## src/rtl/axi_arb_pkg.sv

```systemverilog
// Shared types and constants for the cache-to-AXI arbiter.
// Build option: AXI_ARB_RR_EN (see axi_arb_grant).
package axi_arb_pkg;

  localparam int unsigned ADDR_W = 32;
  localparam int unsigned DATA_W = 64;
  localparam int unsigned BLK_W  = 128;
  localparam int unsigned ID_W   = 4;

  localparam logic [ID_W-1:0] IC_ID = 4'd0;
  localparam logic [ID_W-1:0] DC_ID = 4'd1;

  localparam logic [1:0] BURST_INCR = 2'b01;
  localparam logic [2:0] SIZE_8B    = 3'b011;
  localparam logic [7:0] LEN_2BEAT  = 8'd1;

  typedef enum logic [2:0] {
    ST_IDLE,
    ST_AR,
    ST_R,
    ST_AW,
    ST_W,
    ST_B
  } state_e;

  typedef enum logic [1:0] {
    OWN_IC,
    OWN_DC_RD,
    OWN_DC_WR
  } owner_e;

  // Clear the byte offset so every request starts on a 16-byte block.
  function automatic logic [ADDR_W-1:0] blk_align(input logic [ADDR_W-1:0] a);
    return a & 32'hFFFF_FFF0;
  endfunction

  // AXI transaction ID carried by each owner.
  function automatic logic [ID_W-1:0] owner_id(input owner_e o);
    return (o == OWN_IC) ? IC_ID : DC_ID;
  endfunction

endpackage

```

## src/rtl/axi_cache_arbiter_if.sv

```systemverilog
// AXI4 memory-port signal bundle between the arbiter (master) and memory (slave).
interface axi_cache_arbiter_if;

  logic        arvalid;
  logic        arready;
  logic [31:0] araddr;
  logic [3:0]  arid;
  logic [7:0]  arlen;
  logic [2:0]  arsize;
  logic [1:0]  arburst;

  logic        rvalid;
  logic        rready;
  logic [63:0] rdata;
  logic [1:0]  rresp;
  logic [3:0]  rid;
  logic        rlast;

  logic        awvalid;
  logic        awready;
  logic [31:0] awaddr;
  logic [3:0]  awid;
  logic [7:0]  awlen;
  logic [2:0]  awsize;
  logic [1:0]  awburst;

  logic        wvalid;
  logic        wready;
  logic [63:0] wdata;
  logic [7:0]  wstrb;
  logic        wlast;

  logic        bvalid;
  logic        bready;
  logic [1:0]  bresp;
  logic [3:0]  bid;

  modport master (
    output arvalid, araddr, arid, arlen, arsize, arburst,
    input  arready,
    input  rvalid, rdata, rresp, rid, rlast,
    output rready,
    output awvalid, awaddr, awid, awlen, awsize, awburst,
    input  awready,
    output wvalid, wdata, wstrb, wlast,
    input  wready,
    input  bvalid, bresp, bid,
    output bready
  );

  modport slave (
    input  arvalid, araddr, arid, arlen, arsize, arburst,
    output arready,
    output rvalid, rdata, rresp, rid, rlast,
    input  rready,
    input  awvalid, awaddr, awid, awlen, awsize, awburst,
    output awready,
    input  wvalid, wdata, wstrb, wlast,
    output wready,
    output bvalid, bresp, bid,
    input  bready
  );

endinterface

```

## src/rtl/axi_arb_grant.sv

```systemverilog
// Request selection for the cache arbiter.
// AXI_ARB_RR_EN defined: dcache and icache reads alternate round-robin;
// otherwise dcache reads always beat icache reads. Write-back always wins.
module axi_arb_grant
  import axi_arb_pkg::*;
(
`ifdef AXI_ARB_RR_EN
  input  logic   clock,
  input  logic   rst_n,
  input  logic   i_idle,
`endif
  input  logic   i_dc_wr_req,
  input  logic   i_dc_rd_req,
  input  logic   i_ic_rd_req,
  output logic   o_valid_c,
  output owner_e o_owner_c
);

  logic w_dc_first;

`ifdef AXI_ARB_RR_EN
  logic r_last_dc;

  assign w_dc_first = ~r_last_dc;

  // Remember which cache took the most recent read grant; starts as icache.
  always_ff @(posedge clock) begin
    if (!rst_n) begin
      r_last_dc <= 1'b0;
    end else if (i_idle && o_valid_c && (o_owner_c != OWN_DC_WR)) begin
      r_last_dc <= (o_owner_c == OWN_DC_RD);
    end
  end
`else
  assign w_dc_first = 1'b1;
`endif

  // Write-back first, then reads ordered by w_dc_first.
  always_comb begin
    o_valid_c = i_dc_wr_req | i_dc_rd_req | i_ic_rd_req;
    o_owner_c = OWN_IC;
    if (i_dc_wr_req) begin
      o_owner_c = OWN_DC_WR;
    end else if (i_dc_rd_req && (!i_ic_rd_req || w_dc_first)) begin
      o_owner_c = OWN_DC_RD;
    end
  end

endmodule

```

## src/rtl/axi_cache_arbiter.sv

```systemverilog
// Shares one AXI4 port between icache refills and dcache refills/write-backs.
// Each cache block becomes a single 2-beat 64-bit INCR burst; one transaction
// is in flight at a time. Build option: AXI_ARB_RR_EN (round-robin reads).
module axi_cache_arbiter
  import axi_arb_pkg::*;
(
  input  logic                clock,
  input  logic                rst_n,
  input  logic                ic_rd_req,
  input  logic [ADDR_W-1:0]   ic_rd_addr,
  output logic                ic_rd_ack,
  input  logic                dc_rd_req,
  input  logic [ADDR_W-1:0]   dc_rd_addr,
  output logic                dc_rd_ack,
  input  logic                dc_wr_req,
  input  logic [ADDR_W-1:0]   dc_wr_addr,
  input  logic [BLK_W-1:0]    dc_wr_data,
  output logic                dc_wr_done,
  output logic [DATA_W-1:0]   rd_data,
  output logic                ic_rd_valid,
  output logic                dc_rd_valid,
  output logic                rd_last,
  axi_cache_arbiter_if.master axi
);

  state_e              r_state;
  owner_e              r_owner;
  logic [ADDR_W-1:0]   r_addr;
  logic [ID_W-1:0]     r_id;
  logic [BLK_W-1:0]    r_blk;
  logic                r_cnt;
  logic                r_arvalid;
  logic                r_awvalid;
  logic                r_wvalid;
  logic                r_rready;
  logic                r_bready;

  logic                w_gnt_valid;
  owner_e              w_gnt_owner;
  logic [ADDR_W-1:0]   w_gnt_addr;
  logic                w_r_beat;
  logic                w_unused;

  axi_arb_grant u_grant (
`ifdef AXI_ARB_RR_EN
    .clock       (clock),
    .rst_n       (rst_n),
    .i_idle      (r_state == ST_IDLE),
`endif
    .i_dc_wr_req (dc_wr_req),
    .i_dc_rd_req (dc_rd_req),
    .i_ic_rd_req (ic_rd_req),
    .o_valid_c   (w_gnt_valid),
    .o_owner_c   (w_gnt_owner)
  );

  // Address of whichever request wins this cycle.
  always_comb begin
    w_gnt_addr = ic_rd_addr;
    case (w_gnt_owner)
      OWN_DC_WR: w_gnt_addr = dc_wr_addr;
      OWN_DC_RD: w_gnt_addr = dc_rd_addr;
      default:   w_gnt_addr = ic_rd_addr;
    endcase
  end

  // Transaction sequencer: grant, address phase, data phase, response.
  always_ff @(posedge clock) begin
    if (!rst_n) begin
      r_state   <= ST_IDLE;
      r_owner   <= OWN_IC;
      r_addr    <= '0;
      r_id      <= '0;
      r_blk     <= '0;
      r_cnt     <= 1'b0;
      r_arvalid <= 1'b0;
      r_awvalid <= 1'b0;
      r_wvalid  <= 1'b0;
      r_rready  <= 1'b0;
      r_bready  <= 1'b0;
    end else begin
      case (r_state)
        ST_IDLE: begin
          if (w_gnt_valid) begin
            r_owner <= w_gnt_owner;
            r_addr  <= blk_align(w_gnt_addr);
            r_id    <= owner_id(w_gnt_owner);
            if (w_gnt_owner == OWN_DC_WR) begin
              r_blk     <= dc_wr_data;
              r_awvalid <= 1'b1;
              r_state   <= ST_AW;
            end else begin
              r_arvalid <= 1'b1;
              r_state   <= ST_AR;
            end
          end
        end
        ST_AR: begin
          if (axi.arready) begin
            r_arvalid <= 1'b0;
            r_rready  <= 1'b1;
            r_state   <= ST_R;
          end
        end
        ST_R: begin
          if (axi.rvalid && axi.rlast) begin
            r_rready <= 1'b0;
            r_state  <= ST_IDLE;
          end
        end
        ST_AW: begin
          if (axi.awready) begin
            r_awvalid <= 1'b0;
            r_wvalid  <= 1'b1;
            r_cnt     <= 1'b0;
            r_state   <= ST_W;
          end
        end
        ST_W: begin
          if (axi.wready) begin
            if (r_cnt) begin
              r_wvalid <= 1'b0;
              r_bready <= 1'b1;
              r_state  <= ST_B;
            end else begin
              r_cnt <= 1'b1;
            end
          end
        end
        ST_B: begin
          if (axi.bvalid) begin
            r_bready <= 1'b0;
            r_state  <= ST_IDLE;
          end
        end
        default: r_state <= ST_IDLE;
      endcase
    end
  end

  // AXI request channels driven from the latched transaction.
  assign axi.arvalid = r_arvalid;
  assign axi.araddr  = r_addr;
  assign axi.arid    = r_id;
  assign axi.arlen   = LEN_2BEAT;
  assign axi.arsize  = SIZE_8B;
  assign axi.arburst = BURST_INCR;
  assign axi.awvalid = r_awvalid;
  assign axi.awaddr  = r_addr;
  assign axi.awid    = r_id;
  assign axi.awlen   = LEN_2BEAT;
  assign axi.awsize  = SIZE_8B;
  assign axi.awburst = BURST_INCR;
  assign axi.wvalid  = r_wvalid;
  assign axi.wdata   = !r_wvalid ? '0 : (r_cnt ? r_blk[127:64] : r_blk[63:0]);
  assign axi.wstrb   = r_wvalid ? 8'hff : 8'h00;
  assign axi.wlast   = r_wvalid & r_cnt;
  assign axi.rready  = r_rready;
  assign axi.bready  = r_bready;

  // Handshake pulses and read beats back to the caches; suppressed in reset.
  assign w_r_beat    = rst_n & r_rready & axi.rvalid;
  assign ic_rd_ack   = rst_n & r_arvalid & axi.arready & (r_owner == OWN_IC);
  assign dc_rd_ack   = rst_n & r_arvalid & axi.arready & (r_owner == OWN_DC_RD);
  assign dc_wr_done  = rst_n & r_bready & axi.bvalid;
  assign ic_rd_valid = w_r_beat & (r_owner == OWN_IC);
  assign dc_rd_valid = w_r_beat & (r_owner == OWN_DC_RD);
  assign rd_last     = w_r_beat & axi.rlast;
  assign rd_data     = r_rready ? axi.rdata : '0;

  // Response ID/status fields carry nothing the caches need.
  assign w_unused = ^{axi.rresp, axi.rid, axi.bresp, axi.bid};

endmodule

```

## src/flat_wrapper.sv

```systemverilog
// flat-port wrapper written by rule: the top's interface ports become plain ports
module axi_cache_arbiter_flat import axi_arb_pkg::*;
  (clock, rst_n, ic_rd_req, ic_rd_addr, ic_rd_ack, dc_rd_req, dc_rd_addr, dc_rd_ack, dc_wr_req, dc_wr_addr, dc_wr_data, dc_wr_done, rd_data, ic_rd_valid, dc_rd_valid, rd_last, axi_arvalid, axi_araddr, axi_arid, axi_arlen, axi_arsize, axi_arburst, axi_arready, axi_rvalid, axi_rdata, axi_rresp, axi_rid, axi_rlast, axi_rready, axi_awvalid, axi_awaddr, axi_awid, axi_awlen, axi_awsize, axi_awburst, axi_awready, axi_wvalid, axi_wdata, axi_wstrb, axi_wlast, axi_wready, axi_bvalid, axi_bresp, axi_bid, axi_bready);
  axi_cache_arbiter_if axi_i ();
  input  logic clock;
  input  logic rst_n;
  input  logic ic_rd_req;
  input  logic [ADDR_W-1:0] ic_rd_addr;
  output logic ic_rd_ack;
  input  logic dc_rd_req;
  input  logic [ADDR_W-1:0] dc_rd_addr;
  output logic dc_rd_ack;
  input  logic dc_wr_req;
  input  logic [ADDR_W-1:0] dc_wr_addr;
  input  logic [BLK_W-1:0] dc_wr_data;
  output logic dc_wr_done;
  output logic [DATA_W-1:0] rd_data;
  output logic ic_rd_valid;
  output logic dc_rd_valid;
  output logic rd_last;
  output wire logic [$bits(axi_i.arvalid)-1:0] axi_arvalid;
  output wire logic [$bits(axi_i.araddr)-1:0] axi_araddr;
  output wire logic [$bits(axi_i.arid)-1:0] axi_arid;
  output wire logic [$bits(axi_i.arlen)-1:0] axi_arlen;
  output wire logic [$bits(axi_i.arsize)-1:0] axi_arsize;
  output wire logic [$bits(axi_i.arburst)-1:0] axi_arburst;
  input wire logic [$bits(axi_i.arready)-1:0] axi_arready;
  input wire logic [$bits(axi_i.rvalid)-1:0] axi_rvalid;
  input wire logic [$bits(axi_i.rdata)-1:0] axi_rdata;
  input wire logic [$bits(axi_i.rresp)-1:0] axi_rresp;
  input wire logic [$bits(axi_i.rid)-1:0] axi_rid;
  input wire logic [$bits(axi_i.rlast)-1:0] axi_rlast;
  output wire logic [$bits(axi_i.rready)-1:0] axi_rready;
  output wire logic [$bits(axi_i.awvalid)-1:0] axi_awvalid;
  output wire logic [$bits(axi_i.awaddr)-1:0] axi_awaddr;
  output wire logic [$bits(axi_i.awid)-1:0] axi_awid;
  output wire logic [$bits(axi_i.awlen)-1:0] axi_awlen;
  output wire logic [$bits(axi_i.awsize)-1:0] axi_awsize;
  output wire logic [$bits(axi_i.awburst)-1:0] axi_awburst;
  input wire logic [$bits(axi_i.awready)-1:0] axi_awready;
  output wire logic [$bits(axi_i.wvalid)-1:0] axi_wvalid;
  output wire logic [$bits(axi_i.wdata)-1:0] axi_wdata;
  output wire logic [$bits(axi_i.wstrb)-1:0] axi_wstrb;
  output wire logic [$bits(axi_i.wlast)-1:0] axi_wlast;
  input wire logic [$bits(axi_i.wready)-1:0] axi_wready;
  input wire logic [$bits(axi_i.bvalid)-1:0] axi_bvalid;
  input wire logic [$bits(axi_i.bresp)-1:0] axi_bresp;
  input wire logic [$bits(axi_i.bid)-1:0] axi_bid;
  output wire logic [$bits(axi_i.bready)-1:0] axi_bready;
  assign axi_arvalid = axi_i.arvalid;
  assign axi_araddr = axi_i.araddr;
  assign axi_arid = axi_i.arid;
  assign axi_arlen = axi_i.arlen;
  assign axi_arsize = axi_i.arsize;
  assign axi_arburst = axi_i.arburst;
  assign axi_i.arready = axi_arready;
  assign axi_i.rvalid = axi_rvalid;
  assign axi_i.rdata = axi_rdata;
  assign axi_i.rresp = axi_rresp;
  assign axi_i.rid = axi_rid;
  assign axi_i.rlast = axi_rlast;
  assign axi_rready = axi_i.rready;
  assign axi_awvalid = axi_i.awvalid;
  assign axi_awaddr = axi_i.awaddr;
  assign axi_awid = axi_i.awid;
  assign axi_awlen = axi_i.awlen;
  assign axi_awsize = axi_i.awsize;
  assign axi_awburst = axi_i.awburst;
  assign axi_i.awready = axi_awready;
  assign axi_wvalid = axi_i.wvalid;
  assign axi_wdata = axi_i.wdata;
  assign axi_wstrb = axi_i.wstrb;
  assign axi_wlast = axi_i.wlast;
  assign axi_i.wready = axi_wready;
  assign axi_i.bvalid = axi_bvalid;
  assign axi_i.bresp = axi_bresp;
  assign axi_i.bid = axi_bid;
  assign axi_bready = axi_i.bready;
  axi_cache_arbiter u_core (.clock(clock), .rst_n(rst_n), .ic_rd_req(ic_rd_req), .ic_rd_addr(ic_rd_addr), .ic_rd_ack(ic_rd_ack), .dc_rd_req(dc_rd_req), .dc_rd_addr(dc_rd_addr), .dc_rd_ack(dc_rd_ack), .dc_wr_req(dc_wr_req), .dc_wr_addr(dc_wr_addr), .dc_wr_data(dc_wr_data), .dc_wr_done(dc_wr_done), .rd_data(rd_data), .ic_rd_valid(ic_rd_valid), .dc_rd_valid(dc_rd_valid), .rd_last(rd_last), .axi(axi_i));
endmodule
```

## config.mk

```make
export PLATFORM = sky130hd
export DESIGN_NAME = axi_cache_arbiter_flat
export DESIGN_NICKNAME = d
export VERILOG_FILES = /design/src/rtl/axi_arb_pkg.sv /design/src/rtl/axi_cache_arbiter_if.sv /design/src/rtl/axi_arb_grant.sv /design/src/rtl/axi_cache_arbiter.sv /design/src/flat_wrapper.sv
export SDC_FILE = /design/constraint.sdc
export NUM_CORES = 1
export LEC_CHECK = 0
export ABC_AREA = 1
export BUFFER_PORTS_ARGS = -buffer_cell sky130_fd_sc_hd__buf_2
export CORE_AREA = 4 4 216 218
export DETAILED_ROUTE_END_ITERATION = 8
export DIE_AREA = 0 0 220 222
export SYNTH_ARGS = -nofsm -noshare
export SYNTH_HDL_FRONTEND = slang
export SYNTH_SLANG_ARGS = --single-unit
export TNS_END_PERCENT = 10
```

## constraint.sdc

```tcl
create_clock -name clock -period 2.03 [get_ports clock]
set_input_delay 0.406 -clock clock [delete_from_list [all_inputs] [get_ports clock]]
set_output_delay 0.406 -clock clock [all_outputs]
set_load 0.01 [all_outputs]
```

==> results of run 1 <==
## power groups by stage
| stage | clock network [mW] | logic (mW) | registers, mW |
|---|---|---|---|
| 6_report | 3.65 | 5.69 | 4.79 |
| 5_1_grt | 3.93 | 6.25 | 4.89 |
| 4_1_cts | 3.80 | 5.69 | 4.77 |
| 3_5_place_dp | 0 | 5.48 | 4.81 |
| 3_3_place_gp | 0 | 5.40 | 4.79 |
| 2_1_floorplan | 0 | 4.23 | 4.78 |
## cell type report
class | count | area [sq um]
clock inverters | 12 | 188.9
well taps | 600 | 750.7
repair buffers | 533 | 3183
flip-flops and latches | 168 | 3372
multi-input cells | 734 | 4507
inverters | 146 | 555.5
fillers | 4782 | 31870
clock buffers | 20 | 456.7
diodes | 2 | 5.005
## stage by stage
stage / worst slack (ns) / setup TNS, ns / power [mW]
CTS: -0.06271 / -1.006 / 14.27
global route: -0.06888 / -1.227 / 15.07
floorplan: 0.2920 / 0 / 9.004
finish: 0.001932 / 0 / 14.12
detailed placement: 0.3115 / 0 / 10.29
global placement: 0.3152 / 0 / 10.19
## metal layers
layer	up-vias	wire, microns	global-route usage, %
li1	4672	-	-
met1	4479	13960	15.83
met2	432	18540	24.95
met3	45	3196	4.331
met4	2	853	4.882
met5	-	11	0
## final timing paths
check | from | end | slack, ns | cells after the start
max reg2reg | u_core.r_state[1] | u_core.r_blk[73] | 0.36 | 7
min | dc_wr_data[106] | u_core.r_blk[106] | 0.18 | 3
min reg2reg | u_core.r_blk[71] | u_core.r_blk[71] | 0.45 | 2
max | u_core.r_cnt | axi_wdata[23] | 0.002 | 6
## cells by family after synthesis
group	synth area share, %
AND/OR/NAND/NOR	14.87
flip-flops	36.16
buffers and inverters	19.62
other	0.08075
AO/OA/AOI/OAI	29.27
## worst max-delay path, delay by kind of cell, from the launching register on
family,cells,cell delay [ns]
AOI/OAI and AO/OA,2,0.18
buffers and inverters,4,0.55
DFF,1,0.40
## repair_timing
action,in CTS,in global routing
buffers inserted,4,1
pin swaps,6,4
resized for setup,60,68
endpoints found under the setup margin,43,54
cloned,6,1
## cells in the mapped netlist (all sizes together)
| cell | n | share of area, % |
|---|---|---|
| clkbuf | 41 | 1.7 |
| buf | 138 | 12 |
| nand3 | 101 | 5.4 |
| nor3 | 7 | 0.38 |
| a31oi | 29 | 2.0 |
| conb | 2 | 0.081 |
| a21oi | 200 | 15 |
| nor4 | 2 | 0.13 |
| a211oi | 2 | 0.16 |
| nand4 | 3 | 0.20 |
| inv | 146 | 5.9 |
| dfxtp | 168 | 36 |
| o22ai | 1 | 0.067 |
| nor2 | 12 | 0.77 |
| o21ai | 161 | 9.9 |
| a22oi | 28 | 2.3 |
| nand2 | 148 | 8.0 |
## state kept, by name, summed over array words and instances, names as in the netlist
name	flops
u_core.axi.araddr	28
u_core.axi.arid	1
u_core.axi.arvalid	1
u_core.axi.awvalid	1
u_core.axi.bready	1
u_core.axi.rready	1
u_core.axi.wvalid	1
u_core.r_blk	128
u_core.r_cnt	1
u_core.r_owner	2
u_core.r_state	3
==> impl_metrics.py, run 1 <==
metrics = {
    "outcome": {
        "status": "finished clean",
    },
    "layout": {
        "fin_nets": 1911,
        "area_growth_pct": 39.98,
        "postLayoutCellArea_sq_um": 13020,
        "drive_gt1_share_pct": 51.39,
        "final_common_cell": "buf_2",
        "final_cell_mix": "buf_2, dfxtp_1, inv_1",
        "final_cells": 2215,
        "final_core_util_pct": 29.00,
    },
    "pwr": {
        "seqPwrFrac_pct": 33.9,
        "ir_worst_vdd_uv": 733.6,
        "p_switching_mw": 5.643,
        "power_density_nw_per_um2": 1085,
        "p_comb_share_pct": 40.3,
        "p_clk_share_pct": 25.8,
        "power_leakage_nw": 6.171,
        "switching_share_pct": 39.95,
        "internal_power_mw": 8.481,
    },
    "sta": {
        "finalCritPeriodShare_pct": 99.90,
        "setup_viol": 0,
        "grt_setup_unrepaired": "yes",
        "maxSlewViolCount": 0,
        "finalClockSkew_ns": 0.007180,
        "slew_headroom_pct": 47.78,
        "max_freq_mhz": 493.1,
        "tightest_slew_ns": 0.7832,
        "period_needed_ns": 2.028,
        "fin_hold_ws_ns": 0.1824,
        "finalHoldViolations": 0,
    },
    "place": {
        "post_dp_cell_area_sq_um": 11820,
        "dp.cells": 2170,
        "routabilityCongestion": 0.8451,
        "hpwlAfterDp_microns": 25410,
        "io_buffers": 492,
    },
    "routing": {
        "drc": 0,
        "first_pass_iters": 5,
        "drtAntennaViolNets": 0,
        "totalWireLength_microns": 36560,
        "first_iter_violations": 396,
        "via_count": 9630,
        "vias_per_cell": 4.348,
        "avgRoutedWirePerCell_microns": 16.51,
    },
    "logic_synthesis": {
        "syn_area_sq_um": 9300,
        "avgSynthCellArea_sq_um": 7.822,
        "yosysSeqAreaShare_pct": 36.16,
        "syn_inst": 1189,
        "synth-seq-cells": 168,
        "synth.distinct_cells": 34,
        "synth_warnings": 0,
    },
    "critical_path": {
        "crit_required_ns": 1.62,
        "critPathMaxStageDelay_ns": 0.40,
        "crit_arrival_ns": 1.62,
        "crit_type": "flop to output port",
        "cp_cell_sequence": "buf_12 > buf_12 > buf_16 > o21ai_2 > a21oi_1 > buf_2",
        "cp_slowest_cell": "dfxtp_4",
        "path_max_fanout": 8,
        "crit_path_start_kind": "flop",
        "crit_path_end_kind": "output port",
        "cpMostUsedCell": "buf_12",
    },
    "floorplan": {
        "rows": 78,
        "start_util_pct": 20.72,
        "die_area_sq_um": 48840,
        "ios": 557,
        "core_area_sq_um": 44890,
        "fp.dieW_microns": 220,
        "die_y_microns": 222,
    },
    "clocking": {
        "cts_sinks": 168,
        "cts_tree": "yes",
        "cts_buffers": 17,
        "clk_pin_slew_ns": 0.07,
        "clockBufferDepth": 2,
        "cts_max_level": 4,
        "root_buffer": "clkbuf_16",
        "clk_latency_ns": 0.48,
        "ctsHoldBuffers": 0,
    },
    "global_routing": {
        "grt_pass1_wl_microns": 51990,
        "grt_pass1_vias": 9180,
        "grt_start_max_net_pins": 74,
        "grt_overflow": 0,
        "grtUsageTotal_pct": 14.06,
        "antenna_found_initial": 3,
    },
    "worst_hold_path": {
        "hp-class": "input pin to flop",
    },
    "job": {
        "maxCapViolations": 0,
    },
}
Note: power is estimated with default switching activity, not from simulation.
==> inputs of run 2 (changes only) <==
- clock period: 2.03 -> 2.4 ns (I/O delays scaled with it)
==> run 2 against run 1 <==
Sequential power down 15%. Worst hold slack better by 0.073 ns. Cell count down 0.59%. Setup slack better by 0.14 ns. Wire length down 5.9%. Critical path depth down 2. Largest cell class unchanged. Largest power group unchanged. Highest routed layer unchanged.
==> impl_metrics.py, run 2 (synthesis results as in run 1) <==
metrics = {
    "outcome": {
        "status": "finished clean",
    },
    "place": {
        "dp_slack_ns": 0.4630,
        "hpwlAfterDp_microns": 25960,
        "dp.cells": 2164,
        "routabilityCongestion": 0.8351,
        "io_buffers": 492,
    },
    "critical_path": {
        "crit_arrival_ns": 1.78,
        "crit_required_ns": 1.92,
        "path_max_fanout": 41,
        "crit_path_end_kind": "output port",
        "crit_path_start_kind": "flop",
        "rr_worst_depth": 7,
        "crit_type": "flop to output port",
    },
    "sta": {
        "setup_viol": 0,
        "setup_slack_ns": 0.1434,
        "finalClockSkew_ns": 0.01395,
        "slew_headroom_pct": 45.24,
        "max_freq_mhz": 443.2,
        "setup_tns_ns": 0,
        "tightest_slew_ns": 0.8214,
        "finalCritPeriodShare_pct": 94.02,
        "grt_setup_unrepaired": "no",
        "fin_hold_ws_ns": 0.2550,
        "period_needed_ns": 2.257,
        "maxSlewViolCount": 0,
        "finalHoldViolations": 0,
    },
    "layout": {
        "final_core_util_pct": 27.34,
        "seqCellArea_sq_um": 3372,
        "top_register": "u_core.r_blk",
        "largest_reg_flops": 128,
        "drive_gt1_share_pct": 47.18,
        "fill_cells": 4917,
        "final_common_cell": "buf_2",
        "area_growth_pct": 31.97,
        "multi_input_area_sq_um": 4255,
        "final_cell_mix": "buf_2, dfxtp_1, inv_1",
        "final_cells": 2202,
        "fin_nets": 1894,
    },
    "global_routing": {
        "grt_pass1_wl_microns": 49800,
        "grtUsageTotal_pct": 13.38,
        "antenna_found_initial": 9,
        "grt_overflow": 0,
        "grt_pass1_vias": 8949,
        "grt_start_max_net_pins": 66,
    },
    "floorplan": {
        "ios": 557,
        "core_area_sq_um": 44890,
        "die_y_microns": 222,
        "rows": 78,
        "start_util_pct": 20.72,
        "die_area_sq_um": 48840,
        "fp.dieW_microns": 220,
    },
    "pwr": {
        "power_density_nw_per_um2": 903.2,
        "p_comb_share_pct": 39.6,
        "seqPwrFrac_pct": 36.5,
        "p_switching_mw": 4.545,
        "switching_share_pct": 41.00,
        "internal_power_mw": 6.540,
        "power_leakage_nw": 5.957,
        "p_clk_share_pct": 23.9,
        "ir_worst_vdd_uv": 448.0,
    },
    "routing": {
        "avgRoutedWirePerCell_microns": 15.62,
        "first_pass_iters": 5,
        "first_iter_violations": 433,
        "via_count": 9474,
        "drtAntennaViolNets": 0,
        "totalWireLength_microns": 34390,
        "vias_per_cell": 4.302,
        "drc": 0,
    },
    "clocking": {
        "ctsHoldBuffers": 0,
        "root_buffer": "clkbuf_16",
        "clk_latency_ns": 0.48,
        "clk_pin_slew_ns": 0.07,
        "cts_tree": "yes",
        "cts_buffers": 17,
        "cts_sinks": 168,
        "cts_max_level": 4,
        "post_cts_buffers": 0,
        "clockBufferDepth": 2,
    },
    "worst_hold_path": {
        "hp-class": "input pin to flop",
        "hold_depth": 3,
    },
    "job": {
        "maxCapViolations": 0,
    },
}
## run 2: changes by cell type in the layout (fill, tap and decap cells not counted), moves of 9 or more
cell     before  now
buf_12       19   10
a21oi_1      66   98
o21ai_1      35    2
o21ai_0      75  129
a21oi_2     130  101
o21ai_2      50   30
## run 2: path summary, 6_finish.rpt
kind | start | to | slack [ns]
worst min register to register | u_core.r_blk[68] | u_core.r_blk[68] | 0.45
worst max-delay path | u_core.axi.wvalid | axi_wdata[35] | 0.14
worst min-delay path | dc_wr_data[99] | u_core.r_blk[99] | 0.25
worst max register to register | u_core.r_state[0] | u_core.r_blk[109] | 0.53
## run 2: per-stage QoR
step	power, mW	area [sq um]
after floorplan	7.616	9443
after global placement	8.474	11700
after detailed placement	8.552	11700
after CTS	11.29	12260
after global routing	11.86	12270
final	11.09	12270
## run 2: layout make-up
class                           instances  area share [%]
Antenna cell                            6          0.1223
Clock buffer                           21           3.752
Clock inverter                         11          0.7442
Inverter                              146           4.526
Multi-Input combinational cell        734           34.67
Sequential cell                       168           27.47
Tap cell                              600           6.117
Timing Repair Buffer                  516           22.59
## run 2: layer usage
metal | part of all wire (%) | GRT usage, % | vias to the layer above
met5 | 0.12 | 0 | -
li1 | - | - | 4636
met4 | 2.9 | 5.916 | 6
met3 | 8.8 | 4.481 | 56
met2 | 50 | 23.70 | 403
met1 | 38 | 14.37 | 4373
## run 2: power groups by stage
stage | Sequential (mW) | Combinational, mW | Clock, mW
floorplan | 4.04 | 3.58 | 0
global placement | 4.08 | 4.40 | 0
detailed placement | 4.10 | 4.45 | 0
CTS | 4.05 | 4.46 | 2.78
global route | 4.13 | 4.87 | 2.85
finish | 4.05 | 4.39 | 2.65
## run 2: timing repair
| item | 4_1_cts | 5_1_grt |
|---|---|---|
| hold endpoints to repair | 0 | 0 |
| setup endpoints to repair | 8 | 0 |
| resized for setup | 1 | 0 |
## run 2: worst max-delay path, stage by stage, from the launching register on
cell and delay, ns:
dfxtp_4 0.50, buf_12 0.24, o21ai_0 0.19, a21oi_1 0.18, buf_2 0.17
